<file path="config.mk">
export PLATFORM = sky130hd
export DESIGN_NAME = tmds_decoder
export DESIGN_NICKNAME = d
export VERILOG_FILES = /design/src/rtl/tmds_pkg.sv /design/src/rtl/tmds_symbol_decode.sv /design/src/rtl/tmds_decoder.sv
export SDC_FILE = /design/constraint.sdc
export NUM_CORES = 1
export LEC_CHECK = 0
export BUFFER_PORTS_ARGS = -buffer_cell sky130_fd_sc_hd__clkbuf_2
export CORE_ASPECT_RATIO = 0.6
export CORE_MARGIN = 8
export CORE_UTILIZATION = 33
export DETAILED_ROUTE_END_ITERATION = 12
export HOLD_SLACK_MARGIN = 0.1
export PLACE_DENSITY = 0.48
export SLEW_MARGIN = 10
export SYNTH_ARGS = -nofsm -noshare
export SYNTH_HDL_FRONTEND = slang
export SYNTH_SLANG_ARGS = --single-unit
</file>
<file path="constraint.sdc">
create_clock -name clk -period 2.3 [get_ports clk]
set_input_delay 0.115 -clock clk [delete_from_list [all_inputs] [get_ports clk]]
set_output_delay 0.115 -clock clk [all_outputs]
set_load 0.01 [all_outputs]
</file>
<file path="src/rtl/tmds_pkg.sv">
// Shared TMDS definitions for the lane encoder and decoder: symbol width,
// the four control tokens, the CD-to-token mapping and the decoder's
// alignment FSM state type.
package tmds_pkg;

  localparam int SYM_W = 10;

  // Control tokens, written bit 9 .. bit 0 (bit 0 is serialized first).
  localparam logic [SYM_W-1:0] CTRL_TOKEN_00 = 10'b1101010100;
  localparam logic [SYM_W-1:0] CTRL_TOKEN_01 = 10'b0010101011;
  localparam logic [SYM_W-1:0] CTRL_TOKEN_10 = 10'b0101010100;
  localparam logic [SYM_W-1:0] CTRL_TOKEN_11 = 10'b1010101011;

  // Symbol alignment FSM of the decoder.
  typedef enum logic [1:0] {
    ST_SEARCH = 2'd0,
    ST_SLIP   = 2'd1,
    ST_LOCKED = 2'd2
  } align_state_e;

  // Control data value to the token transmitted for it.
  function automatic logic [SYM_W-1:0] cd_to_token(input logic [1:0] cd);
    logic [SYM_W-1:0] tok;
    case (cd)
      2'b00:   tok = CTRL_TOKEN_00;
      2'b01:   tok = CTRL_TOKEN_01;
      2'b10:   tok = CTRL_TOKEN_10;
      default: tok = CTRL_TOKEN_11;
    endcase
    return tok;
  endfunction

endpackage

</file>
<file path="src/rtl/tmds_symbol_decode.sv">
// Combinational 10b symbol classifier/decoder: flags control tokens with
// their CD value, and undoes the encoder's inversion and XOR/XNOR chain
// for data symbols.
module tmds_symbol_decode
  import tmds_pkg::*;
(
  input  logic [SYM_W-1:0] i_sym,
  output logic             o_is_ctrl,
  output logic [1:0]       o_cd,
  output logic [7:0]       o_vd
);

  logic [7:0] w_d;

  // Token match against the shared CD-to-token table.
  always_comb begin
    o_is_ctrl = 1'b0;
    o_cd      = 2'b00;
    for (int k = 0; k < 4; k++) begin
      if (i_sym == cd_to_token(2'(k))) begin
        o_is_ctrl = 1'b1;
        o_cd      = 2'(k);
      end
    end
  end

  // Data decode: bit 9 undoes inversion, bit 8 selects XOR (1) or XNOR (0).
  always_comb begin
    w_d     = i_sym[9] ? ~i_sym[7:0] : i_sym[7:0];
    o_vd    = '0;
    o_vd[0] = w_d[0];
    for (int i = 1; i < 8; i++) begin
      o_vd[i] = w_d[i] ^ w_d[i-1] ^ ~i_sym[8];
    end
  end

endmodule

</file>
<file path="src/rtl/tmds_decoder.sv">
// One TMDS sink lane: symbol alignment by bitslip requests, two-stage
// decode pipeline (stage 1 registers the classified symbol, stage 2 the
// decoded outputs), and output gating while alignment is not locked.
// Optional running-disparity checker enabled by TMDS_DECODER_DISPARITY_CHECK_EN.
module tmds_decoder
  import tmds_pkg::*;
#(
  parameter int LOCK_COUNT    = 8,
  parameter int SEARCH_WINDOW = 1024,
  parameter int SLIP_WAIT     = 4,
  parameter int LOSS_WINDOW   = 2048
) (
  input  logic             clk,
  input  logic             rst,
  input  logic [SYM_W-1:0] tmds_in,
  output logic [7:0]       vd,
  output logic [1:0]       cd,
  output logic             vde,
  output logic             locked,
  output logic             bitslip,
  output logic             err
);

  localparam int RUN_W  = $clog2(LOCK_COUNT + 1);
  localparam int WIN_W  = $clog2(SEARCH_WINDOW + 1);
  localparam int SLIP_W = $clog2(SLIP_WAIT + 1);
  localparam int LOSS_W = $clog2(LOSS_WINDOW + 1);

  localparam logic [RUN_W-1:0]  RUN_MAX   = RUN_W'(LOCK_COUNT);
  localparam logic [RUN_W-1:0]  RUN_LAST  = RUN_W'(LOCK_COUNT - 1);
  localparam logic [WIN_W-1:0]  WIN_MAX   = WIN_W'(SEARCH_WINDOW);
  localparam logic [WIN_W-1:0]  WIN_LAST  = WIN_W'(SEARCH_WINDOW - 1);
  localparam logic [SLIP_W-1:0] SLIP_MAX  = SLIP_W'(SLIP_WAIT);
  localparam logic [SLIP_W-1:0] SLIP_LAST = SLIP_W'(SLIP_WAIT - 1);
  localparam logic [LOSS_W-1:0] LOSS_MAX  = LOSS_W'(LOSS_WINDOW);
  localparam logic [LOSS_W-1:0] LOSS_LAST = LOSS_W'(LOSS_WINDOW - 1);

  // Classification of the incoming symbol (drives FSM and stage 1).
  logic       w_is_ctrl;
  logic [1:0] w_cd;
  logic [7:0] w_vd;

  tmds_symbol_decode u_symbol_decode (
    .i_sym     (tmds_in),
    .o_is_ctrl (w_is_ctrl),
    .o_cd      (w_cd),
    .o_vd      (w_vd)
  );

  // Alignment FSM state and counters; r_state is the observable FSM state.
  align_state_e      r_state, w_state_nxt;
  logic [RUN_W-1:0]  r_run,   w_run_nxt;
  logic [WIN_W-1:0]  r_win,   w_win_nxt;
  logic [SLIP_W-1:0] r_slip,  w_slip_nxt;
  logic [LOSS_W-1:0] r_loss,  w_loss_nxt;
  logic              w_bitslip_nxt;
  logic              r_locked;
  logic              r_bitslip;

  // Pipeline registers.
  logic       r_s1_is_ctrl;
  logic [1:0] r_s1_cd;
  logic [7:0] r_s1_vd;
  logic       r_s1_err;
  logic       r_vde;
  logic [7:0] r_vd;
  logic [1:0] r_cd;
  logic       r_err;

  // FSM state and counter registers.
  always_ff @(posedge clk) begin
    if (rst) begin
      r_state   <= ST_SEARCH;
      r_run     <= '0;
      r_win     <= '0;
      r_slip    <= '0;
      r_loss    <= '0;
      r_locked  <= 1'b0;
      r_bitslip <= 1'b0;
    end else begin
      r_state   <= w_state_nxt;
      r_run     <= w_run_nxt;
      r_win     <= w_win_nxt;
      r_slip    <= w_slip_nxt;
      r_loss    <= w_loss_nxt;
      r_locked  <= (w_state_nxt == ST_LOCKED);
      r_bitslip <= w_bitslip_nxt;
    end
  end

  // Next state and counter updates; lock takes priority over a slip request.
  always_comb begin
    w_state_nxt   = r_state;
    w_run_nxt     = r_run;
    w_win_nxt     = r_win;
    w_slip_nxt    = r_slip;
    w_loss_nxt    = r_loss;
    w_bitslip_nxt = 1'b0;
    case (r_state)
      ST_SEARCH: begin
        if (w_is_ctrl) begin
          w_run_nxt = (r_run == RUN_MAX) ? r_run : r_run + 1'b1;
        end else begin
          w_run_nxt = '0;
        end
        w_win_nxt = (r_win == WIN_MAX) ? r_win : r_win + 1'b1;
        if (w_is_ctrl && (r_run >= RUN_LAST)) begin
          w_state_nxt = ST_LOCKED;
          w_run_nxt   = '0;
          w_win_nxt   = '0;
          w_loss_nxt  = '0;
        end else if (r_win >= WIN_LAST) begin
          w_state_nxt   = ST_SLIP;
          w_bitslip_nxt = 1'b1;
          w_run_nxt     = '0;
          w_win_nxt     = '0;
          w_slip_nxt    = '0;
        end
      end
      ST_SLIP: begin
        // Input is ignored while the deserializer settles.
        w_run_nxt = '0;
        w_win_nxt = '0;
        if (r_slip >= SLIP_LAST) begin
          w_state_nxt = ST_SEARCH;
          w_slip_nxt  = '0;
        end else begin
          w_slip_nxt = (r_slip == SLIP_MAX) ? r_slip : r_slip + 1'b1;
        end
      end
      ST_LOCKED: begin
        if (w_is_ctrl) begin
          w_loss_nxt = '0;
        end else if (r_loss >= LOSS_LAST) begin
          // Too long without a control token: realign, but without a slip.
          w_state_nxt = ST_SEARCH;
          w_loss_nxt  = '0;
          w_run_nxt   = '0;
          w_win_nxt   = '0;
        end else begin
          w_loss_nxt = (r_loss == LOSS_MAX) ? r_loss : r_loss + 1'b1;
        end
      end
      default: begin
        w_state_nxt = ST_SEARCH;
      end
    endcase
  end

`ifdef TMDS_DECODER_DISPARITY_CHECK_EN
  // Running disparity of the link, tracked exactly like the encoder.
  logic signed [5:0] r_disp;
  logic        [7:0] w_qm;
  logic        [3:0] w_n1;
  logic signed [5:0] w_diff;
  logic signed [5:0] w_delta;
  logic              w_exp9;

  // Recover q_m, then repeat the encoder's invert decision and count update.
  always_comb begin
    w_qm = tmds_in[9] ? ~tmds_in[7:0] : tmds_in[7:0];
    w_n1 = 4'd0;
    for (int i = 0; i < 8; i++) begin
      w_n1 = w_n1 + {3'd0, w_qm[i]};
    end
    w_diff  = $signed({1'b0, w_n1, 1'b0}) - 6'sd8;
    w_exp9  = 1'b0;
    w_delta = '0;
    if ((r_disp == 6'sd0) || (w_n1 == 4'd4)) begin
      w_exp9  = ~tmds_in[8];
      w_delta = tmds_in[8] ? w_diff : -w_diff;
    end else if (((r_disp > 6'sd0) && (w_n1 > 4'd4)) ||
                 ((r_disp < 6'sd0) && (w_n1 < 4'd4))) begin
      w_exp9  = 1'b1;
      w_delta = (tmds_in[8] ? 6'sd2 : 6'sd0) - w_diff;
    end else begin
      w_exp9  = 1'b0;
      w_delta = w_diff - (tmds_in[8] ? 6'sd0 : 6'sd2);
    end
  end

  // Disparity register and stage-1 error flag; tokens reset the disparity.
  always_ff @(posedge clk) begin
    if (rst) begin
      r_disp   <= '0;
      r_s1_err <= 1'b0;
    end else if (w_is_ctrl) begin
      r_disp   <= '0;
      r_s1_err <= 1'b0;
    end else begin
      r_disp   <= r_disp + w_delta;
      r_s1_err <= (tmds_in[9] != w_exp9);
    end
  end

  assign err = r_err & r_locked;
`else
  // No disparity tracking in this build.
  always_ff @(posedge clk) begin
    r_s1_err <= 1'b0;
  end

  assign err = 1'b0;
`endif

  // Stage 1: register the classified symbol.
  always_ff @(posedge clk) begin
    if (rst) begin
      r_s1_is_ctrl <= 1'b0;
      r_s1_cd      <= '0;
      r_s1_vd      <= '0;
    end else begin
      r_s1_is_ctrl <= w_is_ctrl;
      r_s1_cd      <= w_cd;
      r_s1_vd      <= w_vd;
    end
  end

  // Stage 2: decoded outputs; cd holds the last control value in data periods.
  always_ff @(posedge clk) begin
    if (rst) begin
      r_vde <= 1'b0;
      r_vd  <= '0;
      r_cd  <= '0;
      r_err <= 1'b0;
    end else begin
      r_vde <= ~r_s1_is_ctrl;
      r_vd  <= r_s1_is_ctrl ? 8'h00 : r_s1_vd;
      r_err <= r_s1_err;
      if (r_s1_is_ctrl) begin
        r_cd <= r_s1_cd;
      end
    end
  end

  // Outputs are forced to 0 whenever alignment is not locked.
  assign vde     = r_vde & r_locked;
  assign vd      = r_locked ? r_vd : 8'h00;
  assign cd      = r_locked ? r_cd : 2'b00;
  assign locked  = r_locked;
  assign bitslip = r_bitslip;

endmodule

</file>
======== Word-level counts from Yosys, hierarchy flattened ========
Cells that the tools add are included.
storage, ports and cells
  flip-flop bits (word level) ............. 56
  input bits .............................. 12
  output and inout port bits .............. 14
  logic and storage cells ................. 111
cells by class
  $add $sub $neg .......................... 4
  magnitude comparators ................... 4
  eq/ne operators ......................... 20
  mux-type cells .......................... 40
  bitwise operators ....................... 19
  reduce and logical (&&, ||, !) cells .... 11
operators with widths
  kind                     count
  $mux W11                 5
  $mux W12                 4
  $pmux W11 S3             1
  $mux W4                  6
  $pmux W12 S2             1
  $eq A10 B10 Y1 const B   2
  $mux W2                  8
  $mux W8                  2
  $xor A1 B1 Y1            14
  $add A12 B1 Y12 const B  1
  $eq A12 B12 Y1 const B   1
  $ge A12 B11 Y1 const B   1
  $mux W3                  4
  $pmux W4 S3              1
  $reduce_and A4 Y1        3
  $add A11 B1 Y11 const B  1
  $eq A11 B11 Y1 const B   1
  $ge A11 B10 Y1 const B   1
  $eq A10 B8 Y1 const B    1
  $eq A10 B9 Y1 const B    1
  $ne A2 B2 Y1 const B     5
  $ne A4 B4 Y1 const B     2
  $not A8 Y8               1
  $mux W1                  6
  21 further kinds         25

======== Logic depth before layout (Yosys ltp) ========
  depth after elaboration ................. 9
  gate-level depth with buffers ........... 9
  mapped depth without buffers ............ 8

======== Hierarchy ========
Synthesis repeated with hierarchy kept, for this count alone.
unflattened totals
  cells, all modules ...................... 302
  area, all modules ....................... 2763.9 um^2
by module, submodules not included
  module              times used  cells each  area each (um^2)  sequential area each (um^2)
  tmds_decoder        1           265         2456.1            1121.1
  tmds_symbol_decode  1           37          307.8             0.0

======== Worst setup path after synthesis ========
Ideal clock, no wire load.
  path kind ............................... reg-to-reg
  from .................................... register r_win[0]
  to ...................................... register r_run[3]
  library setup time ...................... 0.070 ns
  data arrival time ....................... 1.903 ns
  path slack .............................. 0.326 ns
  cell stages (with the launch flop) ...... 8
  buffers on the path ..................... 0
  clock period less this slack ............ 1.974 ns
  cells stage by stage .................... dfxtp_1 > ha_1 > a21o_1 > a31oi_1 > nand2b_1 > or3_1 > or4_1 > a21oi_1
on the way
  longest elaborated chain between the ends .. 4
  elaborated cells on any way between the ends .. 6
  those cells by class .................... order compare (1); eq/ne (1); mux (3); reduce/logical (1)
RTL lines
  what                    RTL line             text
  start, declared         tmds_decoder.sv:53   logic [WIN_W-1:0] r_win, w_win_nxt;
  start signal, assigned  tmds_decoder.sv:83   r_win <= w_win_nxt;
  $ge A11 B10 Y1 (*)      tmds_decoder.sv:112  end else if (r_win >= WIN_LAST) begin
  $mux W4                 tmds_decoder.sv:112
  $mux W4                 tmds_decoder.sv:107  if (w_is_ctrl && (r_run >= RUN_LAST)) begin
  $pmux W4 S3             tmds_decoder.sv:99   case (r_state)
  end signal, assigned    tmds_decoder.sv:82   r_run <= w_run_nxt;
  end, declared           tmds_decoder.sv:52   logic [RUN_W-1:0] r_run, w_run_nxt;
Every way passes the cells marked *; elsewhere a longest branch is shown, timed or not.
A chain may end at the register's enable or synchronous reset.

======== Worst setup path in the final report ========
Ends and elaborated chain as after synthesis.

==> summary.md <==
| Metric | Value |
|---|---|
| Layout cell share with drive strength beyond 1 | 16.1% |
| Number of enable flip-flop cells after synthesis | 0 |
| Critical Path Fanout Max | 5 |
| Maxcap violations | 0 |
| Crit end category | register |
| Num CTS Buffers | 5 |
| Initial Util | 33.3% |
| Setup_tns | 0 ns |
| Routability cong. | between 0.7 and 0.8 |
| IO Port Bufs | 24 |
| YS warnings | 0 |
| Clock H-tree levels | 2 |
| RSZ-0062 raised after global routing | false |
| Area contributors post-synth | dfxtp_1 40%, ha_1 5.9%, nor2_1 5.8% |
| Part of the cycle the worst path needs | between 90 and 100% |
| Critical Path RT | 2.53 ns |
| Vias | roughly 2200 |
| N_diodes | 0 |
| Post-Synth Adder-Cell Area | under 10% |
| Die width | between 100 and 150 um |
| Critical Path Source Type | register |
| Area grow syn2layout | 17.3% |
| Gr usage total | 11.4% |
| Syn Nets | 347 |
| Clock Tree Root | clkbuf_16 |
| Slew Limit Headroom | 51.4% |
| Global-route wire length before repair | ~11 mm |
| Die Span Y | 87.0 um |
| Synth Register Bits | 56 |
| Crit Path Category | reg -> reg |
| Synth Cell Area | between 2000 and 3000 um2 |
| Core area | 8330 um2 |
| Fmax | about 470 MHz |
| Pin count of the biggest net entering global routing | 26 |
| Hold path cells | 3 |
| Clock sink count | 56 |
| Total wire length | between 6 and 7 mm |
| Worst vdd ir | 0.263 mV |
| Routed length per instance | approximately 13 um |
| Setup violators final | 0 |
| Drt first pass iters | 4 |
| Layout Skew | 0.00446 ns |
| Worst-margin pin slew | between 0.7 and 0.8 ns |
| Non-Filler Instances | between 400 and 500 |
| Main combinational cell family by area after synthesis | simple AND/OR/NAND/NOR gates |
| Fin. Hold Viols | 0 |
| Syn_area_per_cell | roughly 8.6 um2 |
| Synth Area in XOR/XNOR | 5.68% |
| Synthesized instance count | 322 |
| Synth Area in Simple Gates | around 29% |
| Area fraction of the dominant cell type after synthesis | between 40% and 50% |
| Post-synthesis sequential area ratio | 40.4% |
| Compound-gate portion of the synthesized area | about an eighth |
| Dpl hpwl | 4.61 mm |
| Drt first-iter violations | approximately 140 |
| Clock latency on the worst-skew pair | ~0.30 ns |
| Post-CTS Hold Buffers | 0 |
| Die area | between 10000 and 15000 um2 |
| Hold crit path type | in -> reg |
| Total gr overflow | 0 |
| Top_reg_cell synth | dfxtp_1 |
| Shortest period the worst path allows | between 2 and 2.5 ns |
| Mux share of post-synthesis cell area | 1.80% |
| Netlist cell types | 53 |
| Async SR Flop Fraction | 0% |
| ANT nets after route | 0 |
| Commonest cells in the netlist | 56 x dfxtp_1, 43 x nor2_1, 20 x and2_1 |
| Placed Cells | roughly 460 |
| Vias in the first global route | between 2000 and 2500 |
| Status | complete, no violations |
| Vias per inst | 4.79 |
| Max-slew violations | 0 |
| Detailed-route DRC error count | 0 |
| Clock slew at reported path FFs | approximately 0.07 ns |
| Pleak | ~1.3 nW |
| Nets | ~380 |
| I/O Pins | 26 |
| Critical path arrival | 2.35 ns |
| Row count | 26 |
| Most common cell in the synthesized netlist | dfxtp_1 |
| PD cells | approximately 600 nW/um2 |
| FF-to-FF path depth | 7 |
| Final hold slack | 0.120 ns |
| Final instance area | between 3000 and 4000 um2 |
| Cell taking the most area after synthesis | dfxtp_1 |
| TritonCTS clock tree | built |
| Clk buf depth | 2 |
| Initial antenna violation count | 0 |
| Placed cell areas | 3070 um2 |
==> state kept, by name (all words and copies together) (netlist names) <==
signal and flops:
bitslip 1, locked 1, r_cd 2, r_loss 12, r_run 4, r_s1_cd 2, r_s1_is_ctrl 1, r_s1_vd 8
r_slip 3, r_state 2, r_vd 8, r_vde 1, r_win 11
==> worst max-delay path, stage by stage (launching register included) <==
cell and delay [ns]:
dfxtp_1 0.35, ha_1 0.27, a21o_1 0.19, a31oi_2 0.20, nand2b_1 0.11, or3_1 0.33, or4_1 0.48, a21oi_1 0.15
==> layer usage <==
layer	vias up	part of all wire, %	track usage, %	wire, um
met5	-	0	0	0
met4	0	0.74	2.84	46
met3	5	4.5	3.46	276
met2	30	37	15.2	2310
met1	1019	57	17.0	3570
li1	1173	-	-	-
==> kinds of logic (layout without fill, tap and decap cells) <==
kind of cell	count (synthesis)	after routing
AO/OA/AOI/OAI	51	51
XOR/XNOR	18	18
adder cells (fa/ha/maj)	13	13
buffers and inverters	32	63
flip-flops	56	56
multiplexers	5	5
other	1	1
AND/OR/NAND/NOR	146	146
==> final cells by class <==
cell class / count / area, um2
Tap cell: 112 / 140
Sequential cell: 56 / 1120
Timing Repair Buffer: 36 / 223
Multi-Input combinational cell: 234 / 1550
Fill cell: 879 / 5070
Clock inverter: 3 / 25.0
Clock buffer: 5 / 125
Inverter: 19 / 71.3
==> layout by cell type (no fill, tap or decap), drive strengths merged, types with 4 or more instances in the layout <==
cell type  instances
nand3             17
o32ai              4
nor3               4
nor4b              4
dfxtp             56
mux2i              5
inv               21
nor2              43
xor2               5
ha                13
and3               6
nand4b             4
o21ai              9
nor2b              4
nand2             15
clkbuf            29
and4               5
a21oi             18
and2              20
buf               12
xnor2             13
==> stage by stage <==
| step | total power, mW | util (%) | setup slack, ns |
|---|---|---|---|
| after floorplan | 1.10 | - | 0.326 |
| after global placement | 1.13 | 36.8 | 0.0142 |
| after detailed placement | 1.13 | 36.8 | 0.0309 |
| after CTS | 1.93 | 38.7 | 0.0348 |
| after global routing | 1.99 | 39.1 | 0.0370 |
| final | 1.90 | 39.1 | 0.173 |
==> path summary, 6_finish.rpt <==
check              from         end  slack [ns]
max            r_win[0]    r_run[3]        0.17
min          tmds_in[9]  r_s1_vd[0]        0.12
max reg2reg    r_win[0]    r_run[3]        0.17
min reg2reg  r_s1_vd[7]     r_vd[7]        0.43
==> repair_timing <==
item	4_1_cts	5_1_grt
resized for setup	1	9
pin swaps	0	1
setup endpoints to repair	2	22
buffers inserted	0	1
==> report_power, final <==
group	leakage [nW]	total [mW]	switching, mW	internal, mW
Sequential	0.456	1.01	0.00995	0.997
Clock	0.0708	0.787	0.374	0.412
Combinational	0.747	0.102	0.0552	0.0469
Note: power is estimated with default switching activity, not from simulation.
